File: src/rtl/alu_cmd_sequencer.sv
`default_nettype none
// ============================================================================
// Module      : alu_cmd_sequencer
// Description : Initiator side of the ALU start/done handshake. Accepts one
//               command at a time, drives registered operands plus a single
//               start pulse, waits for done (with a timeout guard) and
//               returns the captured result over a valid/ready response port.
// Revision    : 1.0 - initial release
// ============================================================================
module alu_cmd_sequencer #(
  parameter int TIMEOUT_CYCLES = 64,
  parameter int CNT_W          = 16
) (
  input  logic              clk,
  input  logic              reset,
  input  logic              cmd_valid,
  output logic              cmd_ready,
  input  logic [31:0]       cmd_a,
  input  logic [31:0]       cmd_b,
  input  logic [1:0]        cmd_op,
  input  logic              cmd_cin,
  input  logic              cmd_bin,
  output logic [31:0]       alu_a,
  output logic [31:0]       alu_b,
  output logic [1:0]        alu_op_sel,
  output logic              alu_cin,
  output logic              alu_bin,
  output logic              alu_start,
  input  logic [63:0]       alu_result,
  input  logic              alu_carry_out,
  input  logic              alu_borrow_out,
  input  logic [5:0]        alu_comp_result,
  input  logic              alu_overflow,
  input  logic              alu_done,
  output logic              rsp_valid,
  input  logic              rsp_ready,
  output logic [63:0]       rsp_result,
  output logic [8:0]        rsp_flags,
  output logic              rsp_timeout,
  output logic              busy,
  output logic [CNT_W-1:0]  op_count,
  output logic [7:0]        timeout_count
);

  localparam logic [1:0] c_st_idle  = 2'd0;
  localparam logic [1:0] c_st_issue = 2'd1;
  localparam logic [1:0] c_st_wait  = 2'd2;
  localparam logic [1:0] c_st_resp  = 2'd3;

  localparam int WAIT_W = $clog2(TIMEOUT_CYCLES);
  // The counter holds the number of WAIT cycles already elapsed. Firing when it
  // equals TIMEOUT_CYCLES-2 (so it would become TIMEOUT_CYCLES-1 on this edge)
  // places rsp_valid exactly TIMEOUT_CYCLES cycles after the start pulse.
  localparam logic [WAIT_W-1:0] c_wait_fire = WAIT_W'(TIMEOUT_CYCLES - 2);

  logic [1:0]        r_state;
  logic [1:0]        w_state_next;
  logic [WAIT_W-1:0] r_wait_cnt;
  logic              w_cmd_fire;
  logic              w_rsp_fire;
  logic              w_in_wait;
  logic              w_done_hit;
  logic              w_timeout_hit;

  assign w_cmd_fire    = cmd_valid && (r_state == c_st_idle);
  assign w_rsp_fire    = rsp_ready && (r_state == c_st_resp);
  assign w_in_wait     = (r_state == c_st_wait);
  // done has priority over a coincident timeout
  assign w_done_hit    = w_in_wait && alu_done;
  assign w_timeout_hit = w_in_wait && !alu_done && (r_wait_cnt == c_wait_fire);

  // State register
  always_ff @(posedge clk or posedge reset) begin
    if (reset) r_state <= c_st_idle;
    else       r_state <= w_state_next;
  end

  // Next-state decode
  always_comb begin
    w_state_next = r_state;
    case (r_state)
      c_st_idle:  if (w_cmd_fire) w_state_next = c_st_issue;
      c_st_issue: w_state_next = c_st_wait;
      c_st_wait:  if (w_done_hit || w_timeout_hit) w_state_next = c_st_resp;
      c_st_resp:  if (w_rsp_fire) w_state_next = c_st_idle;
      default:    w_state_next = c_st_idle;
    endcase
  end

  // Moore outputs decoded from the current state
  always_comb begin
    cmd_ready = (r_state == c_st_idle);
    alu_start = (r_state == c_st_issue);
    rsp_valid = (r_state == c_st_resp);
    busy      = (r_state != c_st_idle);
  end

  // Operand registers: change only when a command is accepted
  always_ff @(posedge clk or posedge reset) begin
    if (reset) begin
      alu_a      <= '0;
      alu_b      <= '0;
      alu_op_sel <= '0;
      alu_cin    <= 1'b0;
      alu_bin    <= 1'b0;
    end else if (w_cmd_fire) begin
      alu_a      <= cmd_a;
      alu_b      <= cmd_b;
      alu_op_sel <= cmd_op;
      alu_cin    <= cmd_cin;
      alu_bin    <= cmd_bin;
    end
  end

  // Wait counter: cleared while issuing, advanced every WAIT cycle
  always_ff @(posedge clk or posedge reset) begin
    if (reset)                    r_wait_cnt <= '0;
    else if (r_state == c_st_issue) r_wait_cnt <= '0;
    else if (w_in_wait)           r_wait_cnt <= r_wait_cnt + WAIT_W'(1);
  end

  // Response capture: held untouched while RESP waits for the handshake
  always_ff @(posedge clk or posedge reset) begin
    if (reset) begin
      rsp_result  <= '0;
      rsp_flags   <= '0;
      rsp_timeout <= 1'b0;
    end else if (w_done_hit) begin
      rsp_result  <= alu_result;
      rsp_flags   <= {alu_overflow, alu_borrow_out, alu_carry_out, alu_comp_result};
      rsp_timeout <= 1'b0;
    end else if (w_timeout_hit) begin
      rsp_result  <= '0;
      rsp_flags   <= '0;
      rsp_timeout <= 1'b1;
    end
  end

  // Activity counters: completions wrap, timeouts saturate
  always_ff @(posedge clk or posedge reset) begin
    if (reset) begin
      op_count      <= '0;
      timeout_count <= '0;
    end else begin
      if (w_done_hit) op_count <= op_count + CNT_W'(1);
      if (w_timeout_hit && (timeout_count != 8'hFF)) timeout_count <= timeout_count + 8'd1;
    end
  end

endmodule
`default_nettype wire
File: config.mk
export PLATFORM = sky130hd
export DESIGN_NAME = alu_cmd_sequencer
export DESIGN_NICKNAME = d
export VERILOG_FILES = /design/src/rtl/alu_cmd_sequencer.sv
export SDC_FILE = /design/constraint.sdc
export NUM_CORES = 1
export LEC_CHECK = 0
export CELL_PAD_IN_SITES_DETAIL_PLACEMENT = 1
export CELL_PAD_IN_SITES_GLOBAL_PLACEMENT = 1
export CORE_ASPECT_RATIO = 0.8
export CORE_MARGIN = 2
export CORE_UTILIZATION = 32
export DETAILED_ROUTE_END_ITERATION = 6
export PLACE_DENSITY_LB_ADDON = 0.1
export SLEW_MARGIN = 20
export SYNTH_ARGS = -nofsm -noshare
export SYNTH_HDL_FRONTEND = slang
export SYNTH_SLANG_ARGS = --single-unit
File: constraint.sdc
create_clock -name clk -period 6.2 [get_ports clk]
set_input_delay 0.62 -clock clk [delete_from_list [all_inputs] [get_ports clk]]
set_output_delay 0.62 -clock clk [all_outputs]
set_load 0.01 [all_outputs]
# After elaboration in Yosys (flattened, before gate mapping)
# Index checks and enable logic that the tools add are counted.
# word_totals
reg_bits	174
elab_cells	48
# op_classes
mux	12
n_eq_ne	8
addsub	3
n_reduce_logical	13
# op_table
operator	count
64-bit 2-to-1 mux	2
9-bit 2-to-1 mux	2
16-bit by 1-bit adder with 16-bit output, second input constant	1
6-bit 2-to-1 mux	2
8-bit by 1-bit adder with 8-bit output, second input constant	1
8-bit inequality test, second input constant	1
2-bit case mux with 4 select lines	1
6-bit by 1-bit adder with 6-bit output, second input constant	1
6-bit equality test, second input constant	1
1-bit logical AND	6
2-bit 2-to-1 mux	3
2-bit by 1-bit inequality test with 1-bit output, second input constant	3
2-bit nonzero test	3
2-bit equality test, second input constant	2
3-bit AND reduction	1
2-bit by 1-bit equality test with 1-bit output, second input constant	1
2-bit zero test	1
1-bit 2-to-1 mux	2
1-bit zero test	1
1-bit logical OR	1

# Logic depth before layout (Yosys ltp)
# Gate-level depths: netlist of the first run.
# depth
ltp_word	6
mapped_depth	8
depth_no_buf	6

# Worst setup path before layout of the first run
# OpenSTA, ideal clock, no wires.
# synth_timing
kind	register to register
from	register r_state[0]
to	register alu_b[0]
arrival_ps	1584
t_required_ps	6075
path_slack_ps	4491
period_less_slack_ps	1709
stages_incl_launch_ff	7
path_buffers	2
path_cell_list	dfrtp_1 inv_1 ha_1 nand2_1 buf_2 buf_2 mux2_2
# synth_via
elab_chain_cells	2
# synth_lines
element	line	text
start: declaration	56	logic [1:0] r_state;
start signal: assignment	74	if (reset) r_state <= c_st_idle;
start signal: assignment	75	else r_state <= w_state_next;
2-bit zero test	-	
via cmd_ready	17	output logic cmd_ready,
1-bit logical AND	65	assign w_cmd_fire = cmd_valid && (r_state == c_st_idle);
end signal: assignment	108	alu_b <= cmd_b;
end: declaration	24	output logic [31:0] alu_b,
# The timed path passes the listed nets, and every way through them passes these cells.
# A chain may end at the register's enable or synchronous reset.

# Final worst setup path of the first run
# layout_timing
from	register r_state[0]
to	register op_count[1]
# layout_via
elab_chain_cells	2
# layout_lines
element	line	text
2-bit equality test	67	assign w_in_wait = (r_state == c_st_wait);
1-bit logical AND	69	assign w_done_hit = w_in_wait && alu_done;
end signal: assignment	145	if (w_done_hit) op_count <= op_count + CNT_W'(1);
end: declaration	41	output logic [CNT_W-1:0] op_count,
# Every way passes these cells.

==> results of run 1 <==
-- power groups by stage --
stage / clock, mW / sequential, mW / combinational (mW)
final: 1.08 / 1.92 / 2.28
after global routing: 1.16 / 1.99 / 2.43
after CTS: 1.11 / 1.93 / 2.32
after detailed placement: 0 / 1.94 / 2.31
after global placement: 0 / 1.91 / 2.24
after floorplan: 0 / 2.12 / 0.830
-- Yosys cell counts, drive strengths merged --
library cell / number / area (sq um)
and4b: 1 / 10.0
and3: 7 / 43.8
a21oi: 6 / 30.0
nand4: 6 / 37.5
nand3: 11 / 55.1
mux2: 72 / 815
inv: 7 / 26.3
a22o: 73 / 711
buf: 23 / 171
xnor2: 17 / 149
dfrtp: 174 / 4350
o21ai: 3 / 26.3
nand4b: 1 / 8.76
nand2: 10 / 37.5
o32a: 1 / 10.0
and2: 3 / 23.8
xor2: 7 / 61.3
ha: 9 / 113
nor3b: 1 / 7.51
nor3: 1 / 5.00
mux2i: 1 / 10.0
nor2: 5 / 18.8
and4: 5 / 46.3
o22ai: 2 / 12.5
clkbuf: 3 / 11.3
nand2b: 2 / 12.5
-- critical path, delay by kind of cell (launching register included) --
kind	cells	cell delay (ns)
DFF	1	0.42
buffers and inverters	2	0.65
muxes	1	0.39
and+or+nand+nor	1	0.73
adders and majority gates	1	0.36
-- stage by stage --
step	worst slack (ns)	util	cell area, sq um
6_report	3.49	0.518	10800
3_5_place_dp	3.15	0.489	10200
5_1_grt	3.32	0.518	10800
4_1_cts	3.45	0.518	10800
2_1_floorplan	0.863	-	6810
3_3_place_gp	3.25	0.489	10200
-- final timing paths --
| kind | cells past startpoint | from | slack, ns | to |
|---|---|---|---|---|
| max in group asynchronous | 3 | reset | 4.31 | timeout_count[1] |
| min in group asynchronous | 2 | reset | 0.68 | alu_b[18] |
| worst max-delay path | 5 | r_state[0] | 3.49 | op_count[1] |
| worst min register to register | 1 | op_count[15] | 0.48 | op_count[15] |
| worst max register to register | 5 | r_state[0] | 3.49 | op_count[1] |
| worst min-delay path | 1 | op_count[15] | 0.48 | op_count[15] |
-- state kept, by name (all words and copies together), names as in the netlist --
register / cells
alu_a: 32
alu_b: 32
alu_bin: 1
alu_cin: 1
alu_op_sel: 2
op_count: 16
r_state: 2
r_wait_cnt: 6
rsp_flags: 9
rsp_result: 64
rsp_timeout: 1
timeout_count: 8
-- cell type report --
cell class,count,area share
sequential,174,0.405
timing repair buffer,320,0.297
multi-input combinational,244,0.209
clock buffer,18,0.0408
tap,269,0.0313
clock inverter,14,0.0142
inverter,7,0.00291
antenna,2,0.000465
-- cells by family after synthesis --
kind of cell / share of synthesized area
compound gates: 0.116
xor+xnor: 0.0309
fa+ha+maj: 0.0165
buf+inv: 0.0307
flops: 0.640
mux: 0.121
simple gates: 0.0450
-- metal layers --
layer | wire (um) | GRT usage
met1 | 8360 | 0.224
met2 | 10400 | 0.311
met3 | 1420 | 0.0549
met4 | 373 | 0.0704
met5 | 0 | 0
==> results.sh, run 1 <==
export IMPL_period_share=0.437
export IMPL_status="complete, no violations"
export IMPL_crit_type="reg -> reg"
export IMPL_crit_required_ns=6.51
export IMPL_syn_instance_count=451
export IMPL_cts_resized=0
export IMPL_cts_htree_levels=4
export IMPL_grt_usage=0.185
export IMPL_slew_viol_final=0
export IMPL_fillers=2057
export IMPL_clkPwrFrac=0.204
export IMPL_p_leak_nw=4.68
export IMPL_postCtsSetupRepairBufs=0
export IMPL_gp_congestion=0.753
export IMPL_synth_nets=606
export IMPL_first_iter_violations=238
export IMPL_fin_hold_ws_ns=0.485
export IMPL_p_sw_frac=0.317
export IMPL_setup_viol_count_final=0
export IMPL_hold_path_class="reg -> reg"
export IMPL_io_buffers=315
export IMPL_hold_violations=0
export IMPL_worst_pin_slew_ns=1.02
export IMPL_ys_types=32
export IMPL_cts_hold_buf=0
export IMPL_fmax_ghz=0.369
export IMPL_finalSetupTns_ns=0
export IMPL_relSlewSlack=0.316
export IMPL_start_util=0.328
export IMPL_syn_area_per_cell_sq_um=15.1
export IMPL_grt_pass1_vias=5511
export IMPL_pwr_density_cell_nw_per_um2=490
export IMPL_cp_max_fo=41
export IMPL_numClockSinks=174
export IMPL_drc=0
export IMPL_multi_input_area_sq_um=2250
export IMPL_design_core_area_sq_um=20800
export IMPL_crit_path_start_kind="register"
export IMPL_p_total_mw=5.27
export IMPL_die_y_um=134
export IMPL_clk_pin_slew_ns=0.07
export IMPL_crit_path_cell_trace="inv_1 > ha_1 > and2_2 > buf_4 > mux2_2"
export IMPL_fin_cells=1048
export IMPL_dieArea_sq_um=22500
export IMPL_num_rows=47
export IMPL_register_area_sq_um=4350
export IMPL_cts_tree="built"
export IMPL_p_sw_mw=1.67
export IMPL_synth_area_sq_um=6810
export IMPL_fin_worst_skew_ns=0.0118
export IMPL_wl_per_cell_um=19.6
export IMPL_yosysWarnings=0
export IMPL_root_buffer="clkbuf_16"
export IMPL_io_pins=316
export IMPL_clock_path_buffers=2
export IMPL_dieWidth_um=167
export IMPL_antenna_found_initial=1
export IMPL_drive_above_1_share=0.223
export IMPL_clock_latency_ns=0.43
export IMPL_p_comb_frac=0.432
export IMPL_slowest_delay_ns=0.73
export IMPL_arrival_ns=3.02
export IMPL_drt_first_pass_iters=4
export IMPL_globalRoute_totalOverflow=0
export IMPL_grt_start_max_net_pins=80
export IMPL_drv_cap=0
export IMPL_yosys_register_bits=174
export IMPL_cts_made_buffers=17
export IMPL_drt_vias_per_instance=4.79
export IMPL_mostFrequentLayoutCell="clkdlybuf4s50_1"
export IMPL_p_int_mw=3.60
export IMPL_placed_cells_incl_taps=1014
export IMPL_pwr_share_seq=0.364
export IMPL_ant_nets=0
export IMPL_ys_seq_area_frac=0.640
export IMPL_final_cell_mix="315 x clkdlybuf4s50_1, 174 x dfrtp_1, 71 x mux2_2, 57 x a22o_2"
export IMPL_place_hpwl_um=15100
export IMPL_rsz0062_at_grt="false"
export IMPL_num_vias=5016
export IMPL_endpoint_kind="register"
export IMPL_grt_pass1_wl_um=32000
export IMPL_wirelength_um=20600
export IMPL_fin_crit_ns=2.71
export IMPL_areaGrowthSynthToFinish_pct=58.1
export IMPL_vdd_ir_drop_max_mv=0.311
export IMPL_nets=919
export IMPL_slowest_stage="and2_2"
No activity file was read; power rests on OpenSTA's default activity.
==> inputs of run 2 (changes only) <==
- CORE_UTILIZATION: 32 -> 29
- clock period: 6.2 -> 2.2 ns (I/O delays scaled with it)
==> run 2 against run 1 <==
Utilization is 4.7 points lower. Clock-buffer cell count is 1 higher. Register-to-register slack worse by 3.2 ns. Combinational power grew to 2.9 times the previous value. Via count is 0.22% lower. Worst hold slack worse by 0.36 ns. Non-clock buffer count is 6 higher. Largest power group unchanged.
==> results.sh, run 2 (same netlist as run 1, synthesis figures left out) <==
export IMPL_dieWidth_um=175
export IMPL_numClockSinks=174
export IMPL_die_y_um=141
export IMPL_cp_max_fo=7
export IMPL_drt_vias_per_instance=4.57
export IMPL_r2r_setup_slack_ns=0.28
export IMPL_num_rows=50
export IMPL_drc=0
export IMPL_cts_htree_levels=4
export IMPL_pwr_share_seq=0.359
export IMPL_regToRegStartpoint="r_state[0]"
export IMPL_crit_type="reg -> out"
export IMPL_p_leak_nw=4.73
export IMPL_cts_made_buffers=17
export IMPL_hold_violations=0
export IMPL_ant_nets=0
export IMPL_reg_top3="rsp_result x64, alu_a x32, alu_b x32"
export IMPL_p_comb_frac=0.433
export IMPL_fmax_ghz=0.492
export IMPL_cts_tree="built"
export IMPL_status="complete, no violations"
export IMPL_io_pins=316
export IMPL_pre_cts_ws_ns=0.263
export IMPL_place_area_sq_um=10300
export IMPL_grt_usage=0.169
export IMPL_crit_path_start_kind="register"
export IMPL_place_hpwl_um=15000
export IMPL_clk_pin_slew_ns=0.07
export IMPL_grt_start_max_net_pins=70
export IMPL_vdd_ir_drop_max_mv=0.503
export IMPL_root_buffer="clkbuf_16"
export IMPL_mostFrequentLayoutCell="clkdlybuf4s50_1"
export IMPL_fin_crit_ns=2.03
export IMPL_gp_congestion=0.749
export IMPL_hold_path_class="in -> async"
export IMPL_regMostFlops="rsp_result"
export IMPL_drv_cap=0
export IMPL_diodes=0
export IMPL_r2r_end="timeout_count[1]"
export IMPL_pwr_density_cell_nw_per_um2=1380
export IMPL_p_sw_frac=0.312
export IMPL_clock_latency_ns=0.43
export IMPL_setup_ws_ns=0.169
export IMPL_drt_first_pass_iters=4
export IMPL_io_buffers=315
export IMPL_wl_per_cell_um=18.9
export IMPL_p_total_mw=15.1
export IMPL_stdcell_area_sq_um=10900
export IMPL_setup_viol_count_final=0
export IMPL_antenna_found_initial=0
export IMPL_drive_above_1_share=0.229
export IMPL_num_vias=5005
export IMPL_nets=925
export IMPL_design_core_area_sq_um=23200
export IMPL_grt_pass1_vias=5533
export IMPL_final_cell_mix="315 x clkdlybuf4s50_1, 174 x dfrtp_1, 71 x mux2_2, 57 x a22o_2"
export IMPL_first_iter_violations=217
export IMPL_p_int_mw=10.4
export IMPL_fin_worst_skew_ns=0.0121
export IMPL_endpoint_kind="output port"
export IMPL_reg2reg_depth=5
export IMPL_arrival_ns=1.81
export IMPL_relSlewSlack=0.738
export IMPL_clkPwrFrac=0.208
export IMPL_period_share=0.923
export IMPL_globalRoute_totalOverflow=0
export IMPL_crit_required_ns=1.98
export IMPL_areaGrowthSynthToFinish_pct=60.7
export IMPL_dieArea_sq_um=24700
export IMPL_fillers=2358
export IMPL_final_util=0.471
export IMPL_slew_viol_final=0
export IMPL_wirelength_um=20600
export IMPL_rsz0062_at_grt="false"
export IMPL_cts_hold_buf=0
export IMPL_grt_pass1_wl_um=32300
export IMPL_clock_path_buffers=2
export IMPL_worst_pin_slew_ns=0.392
export IMPL_fin_hold_ws_ns=0.125
export IMPL_p_sw_mw=4.70
export IMPL_start_util=0.293
export IMPL_largest_reg_flops=64
-- run 2: cell types whose count changed in the layout (fill, tap and decap cells not counted), sizes merged --
| cell | change |
|---|---|
| clkbuf | +1 |
| clkinvlp | +2 |
| clkinv | -3 |
| bufinv | +1 |
| diode | -2 |
| inv | -2 |
| buf | +6 |
-- run 2: worst max path at each step --
stage                     from               end  depth (start not counted)
CTS                 r_state[1]         alu_start                          3
global route        r_state[0]              busy                          4
global placement    r_state[0]  timeout_count[1]                          5
detailed placement  r_state[0]  timeout_count[1]                          5
finish              r_state[1]         alu_start                          3
floorplan                reset          alu_a[0]                          1
-- run 2: per-layer routing --
layer	global-route usage	vias to the layer above	part of all wire
met5	0	-	0
met4	0.0553	0	0.018
met3	0.0588	24	0.079
met2	0.278	174	0.49
met1	0.208	2531	0.41
li1	-	2276	-
-- run 2: power by group through the flow --
stage	Clock, mW	Sequential (mW)	Combinational [mW]
floorplan	0	5.96	2.34
global placement	0	5.38	6.46
detailed placement	0	5.44	6.58
CTS	3.22	5.42	6.61
global route	3.36	5.59	6.99
finish	3.12	5.41	6.52
-- run 2: cell type report --
type | instances | area (sq um) | share of cell area
clock buffer | 19 | 453 | 0.0414
timing repair buffer | 326 | 3310 | 0.303
multi-input combinational | 244 | 2250 | 0.206
tap | 312 | 390 | 0.0357
inverter | 7 | 30.0 | 0.00275
sequential | 174 | 4350 | 0.398
clock inverter | 12 | 149 | 0.0136
-- run 2: critical path: stages, from the launching register on --
cell and delay (ns):
dfrtp_1 0.41, inv_1 0.12, ha_2 0.28, clkdlybuf4s50_1 0.58
-- run 2: per-stage QoR --
step | std cells | TNS (ns)
floorplan | 451 | -42.57
global placement | 1061 | 0
detailed placement | 1061 | 0
CTS | 1092 | 0
global route | 1094 | 0
finish | 1094 | 0
-- run 2: timing repair --
action,in CTS,in global routing
setup endpoints to repair,0,2
gates resized for setup,0,1
setup buffers,0,2
==> inputs of run 3 (changes only) <==
- CAP_MARGIN: not set -> 15
- CTS_CLUSTER_SIZE: not set -> 16
==> results of run 3 <==
Final layout, timing and power as in run 2 (identical DEF).
